File: src/rtl/and_gate.sv
// and_gate: bitwise two-input AND with a registered, valid-qualified copy of
// the result plus status (all-ones, any-one, popcount, saturating match count).
//
// Ports:
//   clk, rst_n     clock, asynchronous active-low reset
//   a, b           operands (WIDTH bits)
//   c              combinational a & b (zero latency, unaffected by reset)
//   in_valid       capture a/b on this edge
//   clr            synchronous clear of match_cnt (wins over increment)
//   c_q            registered a & b (holds when in_valid=0)
//   out_valid      high for one cycle after each capture
//   all_ones       registered &(a & b)
//   any_one        registered |(a & b)
//   pop            registered popcount of (a & b)
//   match_cnt      saturating count of captures whose result was all ones
module and_gate #(
  parameter int unsigned WIDTH = 1,
  parameter int unsigned CNT_W = 16
) (
  input  logic                       clk,
  input  logic                       rst_n,
  input  logic [WIDTH-1:0]           a,
  input  logic [WIDTH-1:0]           b,
  output logic [WIDTH-1:0]           c,
  input  logic                       in_valid,
  input  logic                       clr,
  output logic [WIDTH-1:0]           c_q,
  output logic                       out_valid,
  output logic                       all_ones,
  output logic                       any_one,
  output logic [$clog2(WIDTH+1)-1:0] pop,
  output logic [CNT_W-1:0]           match_cnt
);

  localparam int unsigned POP_W = $clog2(WIDTH + 1);

  logic [WIDTH-1:0] and_v;

  logic [WIDTH-1:0] res_q,   res_d;
  logic             vld_q,   vld_d;
  logic             all_q,   all_d;
  logic             any_q,   any_d;
  logic [POP_W-1:0] pop_q,   pop_d;
  logic [CNT_W-1:0] cnt_q,   cnt_d;

  // Combinational glue output; 4-state AND so 0&x=0 and 1&x=x.
  assign and_v = a & b;
  assign c     = and_v;

  // Next-state: capture on in_valid, otherwise hold; counter saturates at all-ones.
  always_comb begin
    res_d = res_q;
    all_d = all_q;
    any_d = any_q;
    pop_d = pop_q;
    vld_d = in_valid;
    cnt_d = cnt_q;

    if (in_valid) begin
      res_d = and_v;
      all_d = &and_v;
      any_d = |and_v;
      pop_d = '0;
      for (int unsigned i = 0; i < WIDTH; i++) begin
        pop_d = pop_d + POP_W'(and_v[i]);
      end
    end

    if (clr) begin
      cnt_d = '0;
    end else if (in_valid && (&and_v) && !(&cnt_q)) begin
      cnt_d = cnt_q + CNT_W'(1);
    end
  end

  // State register.
  always_ff @(posedge clk or negedge rst_n) begin
    if (!rst_n) begin
      res_q <= '0;
      vld_q <= 1'b0;
      all_q <= 1'b0;
      any_q <= 1'b0;
      pop_q <= '0;
      cnt_q <= '0;
    end else begin
      res_q <= res_d;
      vld_q <= vld_d;
      all_q <= all_d;
      any_q <= any_d;
      pop_q <= pop_d;
      cnt_q <= cnt_d;
    end
  end

  assign c_q       = res_q;
  assign out_valid = vld_q;
  assign all_ones  = all_q;
  assign any_one   = any_q;
  assign pop       = pop_q;
  assign match_cnt = cnt_q;

endmodule

File: config.mk
export PLATFORM = sky130hd
export DESIGN_NAME = and_gate
export DESIGN_NICKNAME = d
export VERILOG_FILES = /design/src/rtl/and_gate.sv
export SDC_FILE = /design/constraint.sdc
export NUM_CORES = 1
export LEC_CHECK = 0
export ABC_AREA = 1
export CAP_MARGIN = 20
export CORE_UTILIZATION = 43
export CTS_CLUSTER_DIAMETER = 80
export CTS_CLUSTER_SIZE = 40
export DETAILED_ROUTE_END_ITERATION = 8
export PLACE_DENSITY = 0.74
export SYNTH_ARGS = -nofsm -noshare
export SYNTH_HDL_FRONTEND = slang
export SYNTH_SLANG_ARGS = --single-unit
File: constraint.sdc
create_clock -name clk -period 1.6 [get_ports clk]
set_clock_uncertainty 0.2 [all_clocks]
set_input_delay 0.32 -clock clk [delete_from_list [all_inputs] [get_ports clk]]
set_output_delay 0.32 -clock clk [all_outputs]
set_load 0.03 [all_outputs]
After elaboration in Yosys (flattened, before gate mapping)

Index checks and enable logic that the tools add are counted.
Widths: inputs -> output; s select.

Flip-flop bits (word level): 18
Input port bits: 6
Output and inout bits: 22
Word-level logic and storage cells: 12

Add/subtract/negate cells: 1
Muxes and demuxes: 2
Bitwise gates (word level): 1
Reduce and logical (&&, ||, !) cells: 5

Operators with widths:

| cell                  | number |
|---|---|
| $mux 16               | 2 |
| $add 16x1->16 const B | 1 |
| $reduce_and 16->1     | 1 |
| $logic_and 1x1->1     | 2 |
| $reduce_bool 2->1     | 1 |
| $and 1x1->1           | 1 |
| $logic_not 1->1       | 1 |

Longest topological paths before layout

Gate-level depths: netlist of the first run.

Depth in word-level cells: 5
Mapped depth: 10
Mapped depth without buffers: 9

Worst setup path before layout of the first run

OpenSTA, ideal clock, no wires.

Path kind: register to register
Start: reg cnt_q[1] (netlist: match_cnt[1])
End: reg cnt_q[13] (netlist: match_cnt[13])
Library setup time: 0.066 ns
Arrival time: 1.665 ns
Data required time: 1.334 ns
Setup slack: -0.330 ns
Cell stages (with the launch flop): 11
Buffers on the path: 1
Period minus slack after synthesis: 1.930 ns
Path through: dfrtp_1 -> ha_1 -> nand2_1 -> nor2_4 -> nand2_2 -> nor2_2 -> nor2_2 -> nor2_4 -> buf_6 -> nand2_1 -> nand2_1

Cells in the longest elaborated chain, start to end: 4
Elaborated cells on any way between the ends: 7

Ends and longest elaborated chain:

| element                                                               | RTL line | text |
|---|---|---|
| from (decl)                                                           | 44       | `logic [CNT_W-1:0] cnt_q, cnt_d;` |
| from (signal assigned)                                                | 91       | `cnt_q <= cnt_d;` |
| parallel branches: the longest is 4 deep, another holds $add 16x1->16 | n/a      |  |

Several ways; the timed one is not identified. The select of a mux whose other input is x is not followed.
A chain may end at the register's enable or synchronous reset.

Final worst setup path of the first run

Start: reg cnt_q[1] (netlist: match_cnt[1])
End: reg cnt_q[5] (netlist: match_cnt[5])

The elaborated chain is that of the path after synthesis.

==> results of run 1 <==
==> layout by cell type, fill, tap and decap left out, drive strengths merged <==
cell           Yosys  routed
o21ai              1       1
dfrtp             18      18
nand4             11      11
nand2             60      60
buf                6      52
clkbuf             0       7
clkdlybuf4s15      0       3
a21oi              1       1
nand3b             2       2
ha                 1       1
nor2              22      22
nand3             16      16
inv               15      15
clkdlybuf4s50      0       5
xor2               5       5
nor3               1       1
==> metal layers <==
layer  vias to the layer above  part of all wire, %  wire, um  GRT usage (%)
li1                        626                    -         -              -
met3                         7                  5.4       168           2.59
met4                         0                  2.0        61           11.8
met5                         -                    0         0              0
met1                       596                   41      1290           28.5
met2                        39                   51      1590           44.9
==> worst register-to-register path: stages (launching register included) <==
cell and delay (ns):
dfrtp_2 0.44, ha_4 0.18, nand2_4 0.06, nor2_4 0.04, nand2_2 0.08, nor2_4 0.04, nor2_4 0.20, nor2_4 0.07
buf_6 0.15, nand2_2 0.07, nand2_2 0.05
==> what timing repair did <==
| action | 4_1_cts | 5_1_grt |
|---|---|---|
| pin swaps | 10 | 6 |
| buffers inserted | 3 | 2 |
| setup endpoints to repair | 21 | 22 |
| resized for setup | 27 | 20 |
==> cell families (layout without fill, tap and decap cells) <==
logic type / count (synthesis) / in the layout / synth area share (%)
AOI/OAI and AO/OA: 2 / 2 / 0.889
xor gates and xnor gates: 5 / 5 / 3.89
adders and majority gates: 1 / 1 / 1.11
buffers and inverters: 21 / 82 / 8.79
DFF: 18 / 18 / 40.0
and+or+nand+nor: 112 / 112 / 45.3
==> per-stage QoR <==
| stage | power, W | setup TNS [ns] | hold slack [ns] | area [um^2] |
|---|---|---|---|---|
| floorplan | 0.000535 | -2.30 | -0.176 | 1150 |
| global placement | 0.000594 | -2.71 | 0.368 | 1630 |
| detailed placement | 0.000597 | -3.07 | 0.389 | 1630 |
| CTS | 0.000892 | -0.294 | 0.146 | 1720 |
| global route | 0.000919 | -1.73 | 0.166 | 1770 |
| finish | 0.000889 | -0.686 | 0.146 | 1770 |
==> sequential cells by signal, summed over array words and instances (netlist names) <==
signal and flops:
match_cnt 16, c_q 1, out_valid 1
==> report_power, final <==
group	switching, W	total, W	internal (W)
combinational	0.0000785	0.000135	0.0000566
sequential	0.00000446	0.000464	0.000460
clock	0.000150	0.000289	0.000139
total	0.000233	0.000889	0.000655
==> path summary, 6_finish.rpt <==
| check | from | to | slack, ns | cells past startpoint |
|---|---|---|---|---|
| max | match_cnt[1] | match_cnt[5] | -0.07 | 10 |
| min | rst_n | match_cnt[9] | 0.15 | 2 |
| max reg2reg | match_cnt[1] | match_cnt[5] | -0.07 | 10 |
| min reg2reg | c_q | c_q | 0.40 | 2 |
| max in group asynchronous | rst_n | match_cnt[1] | 0.83 | 2 |
| min in group clk | c_q | c_q | 0.40 | 2 |
==> cell type report <==
cell class	instances	area, um^2
Clock buffer	4	36.3
Fill cell	212	712
Inverter	15	56.3
Multi-Input combinational cell	120	661
Sequential cell	18	454
Tap cell	30	37.5
Timing Repair Buffer	63	520
==> results.py, run 1 <==
metrics = {
    "critical_path": {
        "setup.worst_path.end_class": "register",
        "worst_setup_path_start_kind": "register",
        "cpMostUsedCell": "nor2_4",
        "cp_max_fo": 8,
        "crit_buf_inv": 1,
        "crit_chain": "ha_4 -> nand2_4 -> nor2_4 -> nand2_2 -> nor2_4 -> nor2_4 -> nor2_4 -> buf_6 -> nand2_2 -> nand2_2",
        "cp.required_ns": 1.60,
        "path_class": "register to register",
        "cp_slowest_cell": "dfrtp_2",
        "crit_arrival_ns": 1.67,
        "max_stage_delay_ns": 0.44,
        "crit_family": "simple AND/OR/NAND/NOR gates",
    },
    "routing": {
        "drc": 0,
        "drt-total-wl_mm": 3.11,
        "num_vias": 1268,
        "vias_per_cell": 5.07,
        "wl_per_cell_um": 12.4,
        "final_antenna_net_count": 0,
        "first_pass_iters": 4,
        "first_iter_violations": 12,
    },
    "logic_synthesis": {
        "yosys.area.top_type_share_pct": 40.0,
        "synth-seq-area-share_pct": 40.0,
        "synth_common_cells": "59 x nand2_1, 18 x dfrtp_1, 16 x nand3_1, 16 x nor2_1, 15 x inv_1",
        "yosysMostFrequentCell": "nand2_1",
        "synth-seq-cells": 18,
        "synth.avg_cell_area_um2": 7.07,
        "yosys_warnings": 0,
        "synth_edf_count": 0,
        "synth.distinct_cells": 19,
        "synth_top_area_cell": "dfrtp_1",
        "synth_flop_cell": "dfrtp_1",
        "syn_area_um2": 1120,
        "synth.area.top_cells": "dfrtp_1 40%, nand2_1 20%, nand3_1 7.1%, nand4_1 6.1%, nor2_1 5.3%",
        "syn-num-nets": 166,
        "synth_cells": 159,
        "async_flop_share_pct": 100,
    },
    "pwr": {
        "power_density_nw_per_um2": 503,
        "p_leak_nw": 0.902,
        "vdd_drop_max_uv": 435,
    },
    "sta": {
        "finalSetupViolations": 14,
        "rsz0062_at_grt": "true",
        "slew-limit-headroom_pct": 83.4,
        "period_needed_ns": 1.67,
        "setup_ws_ns": -0.0682,
        "period_share_pct": 104,
        "maxSlewViolCount": 0,
        "fmax_mhz": 599,
        "hold_viol_final": 0,
        "worstMarginPinSlew_ns": 0.248,
    },
    "clocking": {
        "insertion_delay_ns": 0.30,
        "cts_sinks": 18,
        "clockRootBuffer": "clkbuf_4",
        "postCtsHoldBufs": 0,
        "cts_buffer_depth": 2,
        "path_clk_slew_ns": 0.11,
        "cts_buffers": 3,
        "cts_tree": "yes",
        "cts_max_level": 1,
    },
    "floorplan": {
        "die_w_um": 53.1,
        "start_util_pct": 45.4,
        "num_io_pins": 28,
        "coreArea_um2": 2480,
        "die-area_um2": 2820,
        "die_h_um": 53.1,
        "rows": 18,
    },
    "placement": {
        "gp_congestion": 0.912,
        "post-place-ws_ns": -0.213,
        "numPortBuffers": 27,
        "post-dp-hpwl_mm": 2.32,
        "place_inst": 242,
    },
    "finish": {
        "final_layout_size_suffix_gt1_share_pct": 44.1,
        "antenna_cells": 0,
        "fin_cells": 250,
        "nets": 228,
        "syn2layout_area_growth_pct": 57.0,
        "utilization_pct": 71.3,
    },
    "global_route": {
        "antenna_found_initial": 0,
        "grt_pass1_wl_mm": 4.99,
        "grt_max_degree": 19,
        "grt_overflow_total": 0,
        "grt_use_total_pct": 24.7,
        "grt_pass1_vias": 1229,
    },
    "run": {
        "drv_cap": 0,
    },
    "status": {
        "status": "finished with violations",
        "violations": "negative setup slack",
    },
    "min_path": {
        "worstHoldPathType": "input pin to asynchronous set/reset pin",
    },
}
Power figures use the tool's default switching activity.
==> run 2, diff against run 1 <==
Settings changed: ABC_CLOCK_PERIOD_IN_PS from default to 1600, CORE_MARGIN from default to 2, SLEW_MARGIN from default to 20.
==> results.py, run 2 (synthesis results as in run 1) <==
metrics = {
    "critical_path": {
        "path_class": "register to register",
        "crit_chain": "ha_4 -> nand2_4 -> nor2_4 -> nand2_2 -> nor2_4 -> nor2_4 -> nor2_4 -> buf_6 -> nand2_1 -> nand2_1",
        "crit_start": "match_cnt[1]",
        "crit_family": "simple AND/OR/NAND/NOR gates",
        "worst_setup_path_start_kind": "register",
        "cpMostUsedCell": "nor2_4",
        "setup.worst_path.end_class": "register",
        "cp-endpoint": "match_cnt[8]",
        "crit_arrival_ns": 1.67,
        "rrSetupSlack_ns": -0.07,
        "max_stage_delay_ns": 0.45,
        "cp_slowest_cell": "dfrtp_2",
        "cp.required_ns": 1.60,
        "crit_buf_inv": 1,
        "r2r_cells": 10,
        "r2r-start": "match_cnt[1]",
        "cp_max_fo": 7,
        "r2r-end": "match_cnt[8]",
        "path_depth": 10,
    },
    "clocking": {
        "cts_tree": "yes",
        "clockRootBuffer": "clkbuf_4",
        "path_clk_slew_ns": 0.11,
        "cts_buffers": 3,
        "cts_buffer_depth": 2,
        "postCtsHoldBufs": 0,
        "cts_sinks": 18,
        "insertion_delay_ns": 0.30,
        "cts_max_level": 1,
    },
    "sta": {
        "period_share_pct": 104,
        "worstMarginPinSlew_ns": 0.249,
        "setup_ws_ns": -0.0667,
        "hold_viol_final": 0,
        "fmax_mhz": 600,
        "finalSetupViolations": 14,
        "slew-limit-headroom_pct": 83.3,
        "maxSlewViolCount": 0,
        "rsz0062_at_grt": "true",
        "period_needed_ns": 1.67,
        "fin_tns_setup_ns": -0.728,
    },
    "placement": {
        "numPortBuffers": 27,
        "gp_congestion": 0.886,
        "placed_cell_area_um2": 1630,
        "post-dp-hpwl_mm": 2.40,
    },
    "global_route": {
        "antenna_found_initial": 0,
        "grt_overflow_total": 0,
        "grt_pass1_wl_mm": 5.11,
        "grt_use_total_pct": 23.8,
        "grt_max_degree": 19,
        "grt_pass1_vias": 1190,
    },
    "status": {
        "status": "finished with violations",
        "violations": "negative setup slack",
    },
    "floorplan": {
        "coreArea_um2": 2480,
        "die_h_um": 55.1,
        "die_w_um": 55.1,
        "die-area_um2": 3040,
        "num_io_pins": 28,
        "start_util_pct": 45.4,
        "rows": 18,
    },
    "finish": {
        "stdcell_area_um2": 1770,
        "nets": 231,
        "nFillCells": 224,
        "final_cell_mix": "48 x nand2_1, 48 x buf_4, 16 x nand3_1",
        "largest_register_ffs": 16,
        "final_layout_size_suffix_gt1_share_pct": 41.3,
        "syn2layout_area_growth_pct": 57.5,
        "utilization_pct": 71.5,
        "antenna_cells": 0,
    },
    "routing": {
        "first_pass_iters": 4,
        "drc": 0,
        "drt-total-wl_mm": 3.35,
        "vias_per_cell": 5.15,
        "wl_per_cell_um": 13.3,
        "final_antenna_net_count": 0,
        "num_vias": 1302,
        "first_iter_violations": 28,
    },
    "min_path": {
        "worstHoldPathType": "input pin to asynchronous set/reset pin",
    },
    "pwr": {
        "power_density_nw_per_um2": 503,
        "p_leak_nw": 0.920,
        "vdd_drop_max_uv": 405,
    },
    "run": {
        "drv_cap": 0,
    },
}
==> run 2: cell types whose count changed in the layout (fill, tap and decap cells not counted) <==
cell,change
buf_4,+2
buf_6,+3
clkdlybuf4s15_2,-2
nand2_1,+7
nand2_2,-7
nor2_1,+1
nor2_2,-1
==> run 2: worst min-delay path by stage <==
stage	slack, ns	endpoint	cells past startpoint
detailed placement	0.38	match_cnt[4]	3
CTS	0.15	c_q	2
global route	0.17	match_cnt[9]	2
global placement	0.37	match_cnt[14]	3
finish	0.15	c_q	2
floorplan	-0.18	c_q	0
==> run 2: area by class of cell <==
class	instances	area, um^2	share of cell area [%]
repair buffers	66	547	30.9
clock buffers	4	36.3	2.05
well taps	30	37.5	2.12
inverters	15	56.3	3.18
multi-input cells	120	641	36.2
flip-flops and latches	18	454	25.6
==> run 2: timing repair <==
item / CTS / global route
endpoints found under the setup margin: 20 / 23
setup buffers: 4 / 3
resized for setup: 18 / 18
pin swaps: 4 / 7
==> run 2: power by group <==
part	switching [W]	internal, W	total, W
combinational	0.0000791	0.0000578	0.000137
clock	0.000150	0.000139	0.000289
sequential	0.00000432	0.000460	0.000464
==> run 2: through the flow <==
| stage | instances | power, W | setup WS [ns] | hold WS (ns) |
|---|---|---|---|---|
| floorplan | 159 | 0.000535 | -0.181 | -0.176 |
| global placement | 243 | 0.000595 | -0.189 | 0.368 |
| detailed placement | 243 | 0.000598 | -0.200 | 0.383 |
| CTS | 250 | 0.000894 | -0.0382 | 0.151 |
| global route | 253 | 0.000924 | -0.142 | 0.165 |
| finish | 253 | 0.000890 | -0.0667 | 0.153 |
==> run 2: layer usage <==
metal  track usage (%)  share of wire [%]  vias up
met5                 0                  0        -
met4              8.94                1.9        0
met3              3.23                5.3        7
met2              44.8                 53       37
met1              26.9                 40      619
li1                  -                  -      639
